===== config.mk =====
export PLATFORM = sky130hd
export DESIGN_NAME = vdec1_derm_stream
export DESIGN_NICKNAME = d
export VERILOG_FILES = /design/src/rtl/vdec1_derm_stream.sv
export SDC_FILE = /design/constraint.sdc
export NUM_CORES = 1
export LEC_CHECK = 0
export ABC_AREA = 1
export CAP_MARGIN = 20
export CORE_UTILIZATION = 60
export DETAILED_ROUTE_END_ITERATION = 10
export DONT_BUFFER_PORTS = 1
export PLACE_DENSITY = 0.76
export SYNTH_ARGS = -nofsm -noshare
export SYNTH_HDL_FRONTEND = slang
export SYNTH_SLANG_ARGS = --single-unit

===== constraint.sdc =====
create_clock -name clk -period 5 [get_ports clk]
set_input_delay 1.25 -clock clk [delete_from_list [all_inputs] [get_ports clk]]
set_output_delay 1.25 -clock clk [all_outputs]
set_load 0.03 [all_outputs]

===== src/rtl/vdec1_derm_stream.sv =====
// vdec1_derm_stream
//   Streaming de-ratematcher feeding the vdec1 branch-metric unit. Received
//   soft symbols are re-expanded to the mother-code length; every punctured
//   mother index gets a zero-valued erasure symbol. One frame per start pulse.
//
// Ports
//   clk, rst_n            clock, asynchronous active-low reset
//   start                 frame start pulse (honoured in IDLE only)
//   hs_mode               pattern select sampled on start
//                         (00 part1, 01 part2, 10 agch, 11 programmable)
//   cfg_len               programmable mother length - 1 (mode 11)
//   cfg_map               programmable puncture map, bit i=1 -> punctured
//   in_vld/in_data/in_rdy received soft symbol stream
//   out_vld/out_data/out_era/out_last/out_rdy  mother-length symbol stream
//   busy                  frame in progress
//   done                  pulse after the last output is accepted
module vdec1_derm_stream #(
    parameter int SW     = 6,
    parameter int IW     = 7,
    parameter int MAXLEN = 128
) (
    input  logic              clk,
    input  logic              rst_n,
    input  logic              start,
    input  logic [1:0]        hs_mode,
    input  logic [IW-1:0]     cfg_len,
    input  logic [MAXLEN-1:0] cfg_map,
    input  logic              in_vld,
    input  logic [SW-1:0]     in_data,
    output logic              in_rdy,
    output logic              out_vld,
    output logic [SW-1:0]     out_data,
    output logic              out_era,
    output logic              out_last,
    input  logic              out_rdy,
    output logic              busy,
    output logic              done
);

    localparam logic [1:0] S_IDLE  = 2'd0;
    localparam logic [1:0] S_RUN   = 2'd1;
    localparam logic [1:0] S_DRAIN = 2'd2;

    localparam logic [1:0] M_P1   = 2'd0;
    localparam logic [1:0] M_P2   = 2'd1;
    localparam logic [1:0] M_AGCH = 2'd2;

    // Fixed patterns stored as last index (length - 1).
    localparam logic [IW-1:0] P1_LAST   = IW'(47);
    localparam logic [IW-1:0] P2_LAST   = IW'(110);
    localparam logic [IW-1:0] AGCH_LAST = IW'(89);

    function automatic logic punc_p1(input int i);
        case (i)
            0, 1, 3, 7, 41, 44, 46, 47: return 1'b1;
            default:                    return 1'b0;
        endcase
    endfunction

    function automatic logic punc_p2(input int i);
        case (i) inside
            [0:7], 11, 13, 14, 23, 41, 47, 53, 56, 59, 65, 68,
            95, 98, 100, 101, [103:110]: return 1'b1;
            default:                     return 1'b0;
        endcase
    endfunction

    function automatic logic punc_agch(input int i);
        case (i)
            0, 1, 4, 5, 6, 10, 11, 13, 14, 16, 22, 23, 30, 36, 43, 46,
            60, 62, 63, 70, 71, 74, 76, 79, 82, 83, 84, 86, 87, 89: return 1'b1;
            default:                                                return 1'b0;
        endcase
    endfunction

    logic [1:0]        state_q, state_d;
    logic [1:0]        mode_q, mode_d;
    logic [IW-1:0]     last_q, last_d;
    logic [IW-1:0]     idx_q, idx_d;
    logic              out_vld_q, out_vld_d;
    logic [SW-1:0]     out_data_q, out_data_d;
    logic              out_era_q, out_era_d;
    logic              out_last_q, out_last_d;
    logic              done_q, done_d;

    logic              punc;
    logic              can_load;
    logic              load;
    logic [MAXLEN-1:0] map_sh;

    always_comb begin
        map_sh = cfg_map >> idx_q;
        punc   = 1'b0;
        case (mode_q)
            M_P1:    punc = punc_p1(int'(idx_q));
            M_P2:    punc = punc_p2(int'(idx_q));
            M_AGCH:  punc = punc_agch(int'(idx_q));
            // indices beyond the map width are never punctured
            default: punc = (int'(idx_q) < MAXLEN) && map_sh[0];
        endcase
    end

    // Output register is free when empty or being drained this cycle.
    assign can_load = !out_vld_q || out_rdy;
    assign in_rdy   = (state_q == S_RUN) && can_load && !punc;
    // Erasures load without waiting for input.
    assign load     = (state_q == S_RUN) && can_load && (punc || in_vld);

    always_comb begin
        state_d    = state_q;
        mode_d     = mode_q;
        last_d     = last_q;
        idx_d      = idx_q;
        out_vld_d  = out_vld_q;
        out_data_d = out_data_q;
        out_era_d  = out_era_q;
        out_last_d = out_last_q;
        done_d     = 1'b0;
        case (state_q)
            S_IDLE: begin
                // done_q high means the previous frame ended this cycle
                if (start && !done_q) begin
                    state_d = S_RUN;
                    mode_d  = hs_mode;
                    idx_d   = '0;
                    case (hs_mode)
                        M_P1:    last_d = P1_LAST;
                        M_P2:    last_d = P2_LAST;
                        M_AGCH:  last_d = AGCH_LAST;
                        default: last_d = cfg_len;
                    endcase
                end
            end
            S_RUN: begin
                if (load) begin
                    out_vld_d  = 1'b1;
                    out_data_d = punc ? '0 : in_data;
                    out_era_d  = punc;
                    out_last_d = (idx_q == last_q);
                    idx_d      = idx_q + 1'b1;
                    if (idx_q == last_q)
                        state_d = S_DRAIN;
                end else if (out_rdy) begin
                    out_vld_d = 1'b0;
                end
            end
            S_DRAIN: begin
                if (out_vld_q && out_rdy) begin
                    out_vld_d = 1'b0;
                    done_d    = 1'b1;
                    state_d   = S_IDLE;
                end
            end
            default: state_d = S_IDLE;
        endcase
    end

    always_ff @(posedge clk or negedge rst_n) begin
        if (!rst_n) begin
            state_q    <= S_IDLE;
            mode_q     <= '0;
            last_q     <= '0;
            idx_q      <= '0;
            out_vld_q  <= 1'b0;
            out_data_q <= '0;
            out_era_q  <= 1'b0;
            out_last_q <= 1'b0;
            done_q     <= 1'b0;
        end else begin
            state_q    <= state_d;
            mode_q     <= mode_d;
            last_q     <= last_d;
            idx_q      <= idx_d;
            out_vld_q  <= out_vld_d;
            out_data_q <= out_data_d;
            out_era_q  <= out_era_d;
            out_last_q <= out_last_d;
            done_q     <= done_d;
        end
    end

    assign out_vld  = out_vld_q;
    assign out_data = out_data_q;
    assign out_era  = out_era_q;
    assign out_last = out_last_q;
    assign busy     = (state_q != S_IDLE);
    assign done     = done_q;

endmodule


# [After elaboration in Yosys (flattened, before gate mapping)]
# Memories as Yosys holds them, arrays and structs flattened.
# Index checks and enable logic that the tools add are counted.
[totals] regBits=28 mem_bits_ro=128 in_bits=148 output_inout_bits=12 memories=1
[op_classes] n_addsub=1 n_lt_le_gt_ge=4 eq_ne=32 shift=1 mux=19 reduce_logical=26
[memory_table] name="(no name shown)" depth=128 width=1 read_ports=1 rd_clocked_by_memory_dff=0 wr=0 line_no="69" source="case (i)"
[ops] operator="$shr 128x7->1" count=1
[ops] operator="$eq 7x6->1 const B" count=7
[ops] operator="$eq 7x7->1 const B" count=6
[ops] operator="$eq 7x4->1 const B" count=3
[ops] operator="$pmux 7 s3" count=1
[ops] operator="$reduce_or 17->1" count=1
[ops] operator="$mux 7" count=2
[ops] operator="$pmux 7 s2" count=1
[ops] operator="$mux 2" count=4
[ops] operator="$reduce_or 8->1" count=1
[ops] operator="$add 7x1->7 const B" count=1
[ops] operator="$eq 7x1->1 const B" count=1
[ops] operator="$eq 7x2->1 const B" count=1
[ops] operator="$eq 7x3->1 const B" count=1
[ops] operator="$eq 7x5->1 const B" count=1
[ops] operator="$eq 7x7->1" count=1
[ops] operator="$ge 7x1->1 const B" count=1
[ops] operator="$ge 7x7->1 const B" count=1
[ops] operator="$le 7x3->1 const B" count=1
[ops] operator="$le 7x7->1 const B" count=1
[ops] operator="$logic_and 1x1->1" count=7
[ops] operator="$logic_not 7->1" count=1
[ops] operator="$mux 1" count=7
[ops] operator="$eq 2x1->1 const B" count=3
[ops] operator="other kinds (15)" count=28

# [Depth between registers and ports, before layout]
[logic_depth] depth_word=9 mapped_depth=19

# [Least setup slack after synthesis]
# Ideal clock, no wire load.
[synth_path] path_type="input -> output" startpoint="input port cfg_map[108]" endpoint="output port in_rdy" t_arrival_ns=2.360 t_required_ns=3.750 setup_slack_ns=1.390 stages=11 n_path_buf=0 cell_sequence="nor2_1 > nor2_1 > o21ai_1 > o21ai_0 > nand2_1 > nand2_1 > o21ai_0 > nand3_1 > nand3_2 > nand2_1 > nor2_2"
[synth_between] elab_chain_len=4
[synth_rtl] element="start, declared" line_no="27" source="input logic [MAXLEN-1:0] cfg_map,"
[synth_rtl] element="$shr 128x7->1" line_no="92" source="map_sh = cfg_map >> idx_q;"
[synth_rtl] element="$pmux 1 s3" line_no="94" source="case (mode_q)"
[synth_rtl] element="$logic_not 1->1" line_no="105" source="assign in_rdy = (state_q == S_RUN) && can_load && !punc;"
[synth_rtl] element="$logic_and 1x1->1" line_no="105"
[synth_rtl] element="end, declared" line_no="30" source="output logic in_rdy,"
# Every way passes these cells.

# [Final worst setup path]
[layout_path] startpoint="register idx_q[0]" endpoint="output port in_rdy"
[layout_between] elab_chain_len=7 elab_cells_between_ends=36
[layout_rtl] element="start, declared" line_no="79" source="logic [IW-1:0] idx_q, idx_d;"
[layout_rtl] element="start signal, assigned" line_no="173" source="idx_q <= idx_d;"
[layout_rtl] element="$ge 7x1->1 (implied by the code), or another cell as far along" line_no="96" source="M_P2: punc = punc_p2(int'(idx_q));"
[layout_rtl] element="$logic_and 1x1->1 (implied by the code)" line_no="96"
[layout_rtl] element="$reduce_or 17->1" line_no="61" source="case (i) inside"
[layout_rtl] element="$mux 1" line_no="61"
[layout_rtl] element="$pmux 1 s3 (*)" line_no="94"
[layout_rtl] element="$logic_not 1->1 (*)" line_no="105"
[layout_rtl] element="$logic_and 1x1->1 (*)" line_no="105"
# Every way passes the cells marked *; elsewhere a longest branch is shown, timed or not.

==> impl_metrics.csv <==
group,metric,value,unit
run_status,status,"finished clean",
synthesis,avgSynthCellArea,5.35,µm²
power,internal-power,0.823,mW
hold_path,hp-class,"reg2reg",
synthesis,synth_seq_cells,28,
timing,min_period,4160,ps
grt,track_usage,29.7,%
clocking,cts_tree,"done",
layout,final_net_count,783,
setup_path,crit_arrival,2910,ps
setup_path,critPathMaxFanout,73,
floorplanning,ios,160,
timing,fin_ws,845,ps
power,combinationalPowerShare,68.0,%
setup_path,cp_slowest_cell,"buf_4",
synthesis,syn-cell-area,3460,µm²
layout,antenna_cells,0,
floorplanning,die-area,6080,µm²
setup_path,required,3750,ps
timing,finalSetupTns,0,ps
synthesis,yosysTopAreaCellShare,28.2,%
floorplanning,placementRows,27,
synthesis,synth_common_cells,"260 x nand2_1, 90 x nor2_1, 83 x inv_1",
floorplanning,coreArea,5540,µm²
timing,drv_slew,0,
synthesis,synth_cell_type_count,31,
power,power.clock.fraction,9.6,%
setup_path,startpoint_type,"flop",
route,antenna_left,0,
timing,worst_pin_slew,883,ps
setup_path,worstSetupPathType,"reg2out",
power,p_seq_share,22.4,%
route,drc_errors,0,
timing,hold_viol_final,0,
synthesis,synthArstFlopShare,100,%
route,avgRoutedWirePerCell,13.1,µm
placement,place_hpwl,6.90,mm
timing,clock_skew,6.40,ps
timing,rsz0062_at_grt,"no",
grt,overflow,0,
power,p_leak,2.04,nW
setup_path,crit_family,"simple AND/OR/NAND/NOR gates",
clocking,root_buffer,"clkbuf_8",
placement,place_congestion,1.00,
grt,antenna_found_initial,0,
route,dr.pass1.iters,5,
synthesis,ys_top_cells_by_area,"nand2_1 28%, dfrtp_1 20%, nor2_1 9.8%, inv_1 9.0%, nand3_1 8.0%",
timing,fin_crit_sh,83.1,%
timing,slew-limit-headroom,40.9,%
synthesis,synth.most_common_cell,"nand2_1",
grt,grt_pass1_vias,3403,
grt,grt_max_degree,74,
clocking,clock_sinks,28,
synthesis,synth_nets,805,
run,drv_cap,0,
timing,fmax,241,MHz
setup_path,critPathBufInv,2,
layout,syn_to_final_growth,0,%
clocking,ctsHoldBuffers,0,
clocking,cts_buffers,3,
placement,port_buffers,0,
power,p_switching,1.06,mW
setup_path,end_kind,"output pin",
synthesis,synth_top_cell_by_area,"nand2_1",
floorplanning,die_h,78.0,µm
setup_path,worst_path_most_repeated_cell,"nand2_1",
floorplanning,start_util,62.5,%
clocking,ctsHtreeMaxLevel,1,
grt,grt_pass1_wl,14.7,mm
layout,drive_above_1_share,2.72,%
clocking,clk_latency,280,ps
route,vias,3795,
synthesis,seq_area_frac_synth,20.2,%
power,p_sw_share,56.3,%
placement,place_ws,1030,ps
setup_path,reg2reg_slack,2080,ps
clocking,clockBufferDepth,2,
route,wl,9.10,mm
timing,setup_violations,0,
power,cellPowerDensity,544,nW/µm²
route,drt-initial-drc-count,294,
synthesis,synth-edff-count,0,
floorplanning,die_x,78.0,µm
setup_path,critPathMaxStageDelay,530,ps
clocking,clkSlewWorstSetupHoldPaths,90,ps
synthesis,synth_flop_cell,"dfrtp_1",
synthesis,synthCells,647,
synthesis,yosys_warnings,0,
power,peakVddDrop,0.398,mV
power,p_total,1.88,mW
clocking,postCtsSetupBuffers,0,
clocking,postCtsResizedCells,0,
route,viasPerCell,5.45,
setup_path,crit_path_cell_trace,"buf_4, ha_1, inv_1, nor2_1, nor3_1, o21ai_0, nand2_1, nand3_1, nand2_1, nor2_2",
## logic make-up (layout without fill, tap and decap cells)
family | count (synthesis) | in the layout | share of synthesized area [%]
compound gates | 62 | 62 | 9.72
xor+xnor | 9 | 9 | 2.28
fa+ha+maj | 10 | 10 | 3.61
buf+inv | 116 | 93 | 14.9
flops | 28 | 28 | 20.2
simple gates | 422 | 422 | 49.3
## worst paths after layout
path                       cells past startpoint          to  startpoint
setup reg to reg                              13    idx_q[0]    idx_q[0]
max in group asynchronous                      0    idx_q[0]       rst_n
setup / recovery                              10      in_rdy    idx_q[0]
hold reg to reg                                2   last_q[3]   last_q[3]
hold / removal                                 2   last_q[3]   last_q[3]
min in group asynchronous                      0  state_q[1]       rst_n
## state kept, by name, indices dropped and copies added, names as in the netlist
| name | cells |
|---|---|
| done | 1 |
| out_data | 6 |
| state_q | 2 |
| out_last | 1 |
| idx_q | 7 |
| mode_q | 2 |
| last_q | 7 |
| out_vld | 1 |
| out_era | 1 |
## final cells by class
cell class	instances	area, µm²
Multi-Input combinational cell	503	2250
Inverter	84	315
Fill cell	561	2080
Clock buffer	3	41.3
Timing Repair Buffer	5	37.5
Clock inverter	1	30.0
Tap cell	72	90.1
Sequential cell	28	702
## placed cells by master, fill, tap and decap left out, drive strengths merged
master     n
xor2       8
xnor2      1
nand2    262
nand3     57
and3       1
o22ai      2
inv       84
a31oi      2
o211ai     2
bufinv     1
o21bai     2
nand4      4
nor4       1
o21ai     42
a21oi      9
buf        5
dfrtp     28
nor2      91
nor3       6
o2111ai    1
a32oi      2
clkbuf     3
ha        10
## power by group through the flow
| stage | clock network (mW) | registers, mW | logic (mW) |
|---|---|---|---|
| 3_5_place_dp | 0 | 0.426 | 1.27 |
| 4_1_cts | 0.183 | 0.421 | 1.28 |
| 2_1_floorplan | 0 | 0.389 | 1.12 |
| 6_report | 0.180 | 0.422 | 1.28 |
| 5_1_grt | 0.190 | 0.435 | 1.46 |
| 3_3_place_gp | 0 | 0.422 | 1.25 |
## worst reg2reg max path, stage by stage (launching register included)
cell	delay, ps
dfrtp_2	370
buf_4	530
ha_1	380
inv_1	90
nor2_1	290
o21ai_0	180
and3_1	190
a31oi_1	130
nand3_1	140
nand3_2	150
nand2_4	140
nand2_2	160
nand2_1	70
nand2_1	60
## stage by stage
| stage | util, % | instance area (µm²) | hold WS, ps | cells |
|---|---|---|---|---|
| global placement | 61.2 | 3390 | 478 | 692 |
| detailed placement | 61.2 | 3390 | 498 | 692 |
| floorplan | - | 3460 | 461 | 647 |
| global route | 62.5 | 3460 | 575 | 696 |
| finish | 62.5 | 3460 | 516 | 696 |
| CTS | 62.5 | 3460 | 519 | 696 |
## per-layer routing
layer  up-vias  routed length, µm  track usage [%]
met5         -                  0                0
met4         0                102             8.52
met3        13                734             5.18
met2       184               4220             51.9
met1      1661               4050             37.4
li1       1937                  -                -
Power figures use the tool's default switching activity.
==> RTL change 1, RTL diff (same flow settings) <==
`out_data_q` no longer has a reset.
--- a/src/rtl/vdec1_derm_stream.sv
+++ b/src/rtl/vdec1_derm_stream.sv
@@ -163,5 +163,4 @@
             idx_q      <= '0;
             out_vld_q  <= 1'b0;
-            out_data_q <= '0;
             out_era_q  <= 1'b0;
             out_last_q <= 1'b0;
@@ -173,9 +172,12 @@
             idx_q      <= idx_d;
             out_vld_q  <= out_vld_d;
-            out_data_q <= out_data_d;
             out_era_q  <= out_era_d;
             out_last_q <= out_last_d;
             done_q     <= done_d;
         end
+    end
+
+    always_ff @(posedge clk) begin
+        out_data_q <= out_data_d;
     end
 
Check against the original RTL: differs if rst_n is asserted again (counterexample within 4 cycles, from zero or initial values and one cycle with rst_n low); with rst_n held inactive, the same outputs for 10 cycles.
==> RTL change 1 against the unedited design <==
  * Combinational power increased by 10%
  * Count of clock-buffer cells in the layout unchanged
  * Routed wire length increased by 0.35%
  * Setup slack got worse by 0.075 ns
  * Final area about the same
  * Clock power decreased by 32%
  * Register-to-register slack got worse by 0.27 ns
  * Synthesized cell count decreased by 1.2%
  * Clock skew increased by 0.0011 ns
  * Sequential cell count unchanged
  * Synthesized area increased by 0.87%
  * Cell count decreased by 1.0%
  * Total power increased by 9.5%
==> RTL change 1: results (changes against the unedited design) <==
Power
  • P_seq: 0.530 mW (+26%)
  • Switching pwr: 1.19 mW (+12%)
  • VDD IR max: 0.000361 V (-9.4%)
  • Clock share of power: 0.059 (-0.037)
  • Clock net power: 0.122 mW (-32%)
  • Static leakage: 2.03 nW (-0.52%)

Global route
  • Initial antenna violation count: 0 (unchanged)
  • Tot GR Track Use: 0.303 (+0.00541)
  • Pin count of the biggest net entering global routing: 47 (-36%)
  • First-pass GRT wire length: 14.9 mm (+1.6%)
  • Vias in the first global route: 3387 (-0.47%)

Logic synthesis
  • Mapped Nets: 797 (-0.99%)
  • Synth cell count leaders: 248 x nand2_1, 91 x nor2_1, 84 x inv_1
  • Post-synth EDFFs: 6 (+6)
  • Yosys Warn Count: 0 (unchanged)
  • Netlist cell types: 35 (+13%)
  • Top_reg_cell synth: dfrtp_1
  • Sequential area share after synthesis: 0.209 (+0.00686)
  • Post-synthesis async set-or-reset flop share: 0.786 (-0.214)
  • Area contributors post-synth: nand2_1 27%, dfrtp_1 16%, nor2_1 9.8%

CTS
  • Resize count post-CTS: 0 (unchanged)
  • CTS Buffer Depth: 2 (unchanged)
  • H-Tree Depth: 1 (unchanged)
  • Clk_lat worst skew: 0.28 ns (about the same)
  • CTS Buf Count: 3 (unchanged)
  • CTS clock-pin slew for the worst setup and hold paths: 0.08 ns
  • Setup bufs post-CTS: 0 (unchanged)
  • Root cell of the clock tree: clkbuf_8

Setup path
  • CP Launch Point: idx_q[0]
  • Worst-path fanout max: 46 (-37%)
  • Critical Path AT: 2.98 ns (+0.07 ns)

Timing
  • Slew @ Worst Pin: 0.839 ns (-0.0435 ns)
  • Worst Skew: 0.00749 ns (+0.00108 ns)

Run status
  • Status: finished clean

Routing
  • Via count: 3791 (-0.11%)
  • Avg WL per Cell: 13.3 um (+1.4%)
  • Detailed Routing Iterations Pass 1: 6 (+1)
  • Antenna viol nets, final: 0 (unchanged)
  • Initial drt markers: 424 (+44%)

Placement
  • Final Wtd Congestion: 0.973 (-2.9%)
  • Placed Area: 3420 um2 (+0.81%)
  • IO buf count: 0 (unchanged)
  • Post-DP HPWL: 6.97 mm (+1.1%)

Finish
  • Share of layout cells above drive strength 1: 0.0324 (+0.00517)
  • N_diodes: 0 (unchanged)
  • NumNets Final: 776 (-0.89%)

Hold path
  • Worst Hold Class: flop to flop
  • Critical hold path startpoint: last_q[3]
==> RTL change 1: cell types whose count changed after synthesis, sizes merged, moves of 4 or more <==
cell and delta:
nand4 +7, inv +5, nand2 -12, dfrtp -6
nor3 -4, edfxtp +6, nand3 -13
==> RTL change 1: final timing paths <==
kind	endpoint	slack (ns)	cells after the start
setup / recovery	in_rdy	0.77	10
hold / removal	last_q[3]	0.51	2
setup reg to reg	out_data[3]	1.81	10
hold reg to reg	last_q[3]	0.51	2
max in group asynchronous	idx_q[0]	4.25	0
min in group asynchronous	idx_q[1]	0.65	0
==> RTL change 1: cell families after synthesis <==
group / share of synthesized area
and+or+nand+nor: 0.466
buffers and inverters: 0.159
AOI/OAI and AO/OA: 0.107
DFF: 0.209
adders and majority gates: 0.0358
xor gates and xnor gates: 0.0226
==> RTL change 1: routing by layer <==
metal	GRT usage	wire length, um	vias to the layer above
li1	-	-	1927
met1	0.412	4010	1651
met2	0.488	4180	195
met3	0.0558	765	18
met4	0.0870	182	0
met5	0	0	-
==> RTL change 1: cell type report <==
cell class	count	area, um2
clock buffers	3	41.3
clock inverters	1	3.75
fillers	586	2110
inverters	90	338
multi-input cells	488	2210
flip-flops and latches	28	732
well taps	72	90.1
repair buffers	7	52.6
==> RTL change 1: critical path: stages (launching register included) <==
cell	delay [ns]
dfrtp_2	0.63
buf_4	0.46
ha_1	0.31
inv_1	0.09
nor2_1	0.25
o21ai_0	0.17
a41oi_1	0.24
nand3_1	0.16
nand2_4	0.17
nor2_1	0.05
buf_4	0.16
==> RTL change 1: metrics by stage <==
stage,cells,setup WS (ns)
6_report,689,0.770
5_1_grt,689,0.462
4_1_cts,689,0.793
3_5_place_dp,685,1.11
3_3_place_gp,685,1.18
2_1_floorplan,639,1.34
==> RTL change 2, RTL diff (config.mk and constraints unchanged) <==
Without the edit above. Set the parameter `IW` to 14 (it was 7).
--- a/src/rtl/vdec1_derm_stream.sv
+++ b/src/rtl/vdec1_derm_stream.sv
@@ -17,5 +17,5 @@
 module vdec1_derm_stream #(
     parameter int SW     = 6,
-    parameter int IW     = 7,
+    parameter int IW     = 14,
     parameter int MAXLEN = 128
 ) (
Ports: changed (resized cfg_len); port bits go from 160 to 167. The function was not compared with the original's and may differ.
==> RTL change 2 against the unedited design <==
  * Via count is 22% higher
  * Sequential cell count is 14 higher
  * Die area is 23% higher
  * Setup slack better by 0.048 ns
  * Combinational power rose by 17%
  * Routed wire length up 26%
  * Synthesized area grew 24%
  * Total power is 23% higher
  * Final area increased by 25%
  * Critical path type unchanged
  * Largest cell class unchanged
  * Highest routed layer unchanged
==> RTL change 2: results (changes against the unedited design) <==
Global route
  • Vias in the first global route: 4164 (+22%)
  • First-pass GRT wire length: 18.2 mm (+24%)
  • Tot GR Track Use: 0.305 (+0.00759)

Setup path
  • R2R depth: 15 (+2)
  • Critical Path AT: 2.86 ns (-0.05 ns)
  • Largest stage delay, worst path: 0.48 ns (-0.05 ns)
  • R2R Path Start: idx_q[1]
  • Crit-path slowest cell: dfrtp_2
  • Worst-path fanout max: 47 (-36%)

Logic synthesis
  • Synth cell count leaders: 248 x nand2_1, 129 x nor2_1, 94 x inv_1
  • Netlist cell types: 34 (+9.7%)
  • Area contributors post-synth: dfrtp_1 24%, nand2_1 22%, nor2_1 11%
  • Mapped Nets: 927 (+15%)
  • XOR/XNOR Fraction of Synth Area: 0.0306 (+0.00783)
  • Post-synthesis adder-cell area fraction: 0.0233 (-0.0128)
  • Sequential area share after synthesis: 0.245 (+0.0424)

Finish
  • NumNets Final: 900 (+15%)

Timing
  • Worst Skew: 0.00877 ns (+0.00237 ns)
  • Slew HR: 0.544 (+0.135)

CTS
  • CTS Buf Count: 5 (+2)

Run status
  • Status: finished clean

Routing
  • Initial drt markers: 282 (-4.1%)
  • Vias/cell: 5.57 (+2.1%)
  • Avg WL per Cell: 13.7 um (+5.0%)

Hold path
  • Critical hold path startpoint: last_q[7]

Power
  • VDD IR max: 0.000423 V (+6.2%)

Placement
  • Final Wtd Congestion: 0.995 (-0.68%)
==> RTL change 2: cell types whose count changed in the layout (fill, tap and decap cells not counted), moves of 11 or more <==
cell	delta
inv_1	+11
nor2_1	+39
dfrtp_1	+14
o21ai_1	+17
nand2_1	-12
or2_1	+11
==> RTL change 2: power by group <==
group,switching [mW],leakage (nW),internal [mW]
clock,0.118,0.0362,0.0954
sequential,0.171,0.537,0.440
combinational,0.990,1.76,0.509
==> RTL change 2: metal layers <==
layer,track usage,share of wire
met3,0.0448,0.067
met2,0.549,0.48
met5,0,0
met4,0.123,0.028
met1,0.364,0.42
==> RTL change 2: logic make-up (layout without fill, tap and decap cells) <==
| group | after synthesis | count (layout) |
|---|---|---|
| and+or+nand+nor | 466 | 466 |
| buffers and inverters | 139 | 112 |
| AOI/OAI and AO/OA | 94 | 94 |
| DFF | 42 | 42 |
| xor gates and xnor gates | 15 | 15 |
| adders and majority gates | 8 | 8 |
==> RTL change 2: final cells by class <==
type | count | area [um2]
flip-flops and latches | 42 | 1050
multi-input cells | 583 | 2660
clock inverters | 2 | 15.0
inverters | 99 | 372
clock buffers | 5 | 68.8
fillers | 682 | 2540
repair buffers | 6 | 45.0
well taps | 96 | 120
==> RTL change 2: per-stage QoR <==
step	area [um2]	setup slack [ns]	hold slack [ns]	util	std cells
after detailed placement	4250	1.14	0.507	0.618	826
after global routing	4330	0.558	0.563	0.630	833
after global placement	4250	1.14	0.489	0.618	826
final	4330	0.893	0.522	0.630	833
after floorplan	4290	1.24	0.470	-	764
after CTS	4330	0.910	0.527	0.630	833
==> RTL change 2: critical path, delay by kind of cell, from the launching register on <==
kind	cells	cell delay, ns
flops	1	0.48
simple gates	12	1.15
buf+inv	3	0.92
==> RTL change 2: path summary, 6_finish.rpt <==
path	slack, ns	end
max	0.89	in_rdy
min	0.52	last_q[7]
max reg2reg	1.85	idx_q[13]
min reg2reg	0.52	last_q[7]
max in group asynchronous	4.25	idx_q[5]
min in group asynchronous	0.65	idx_q[7]
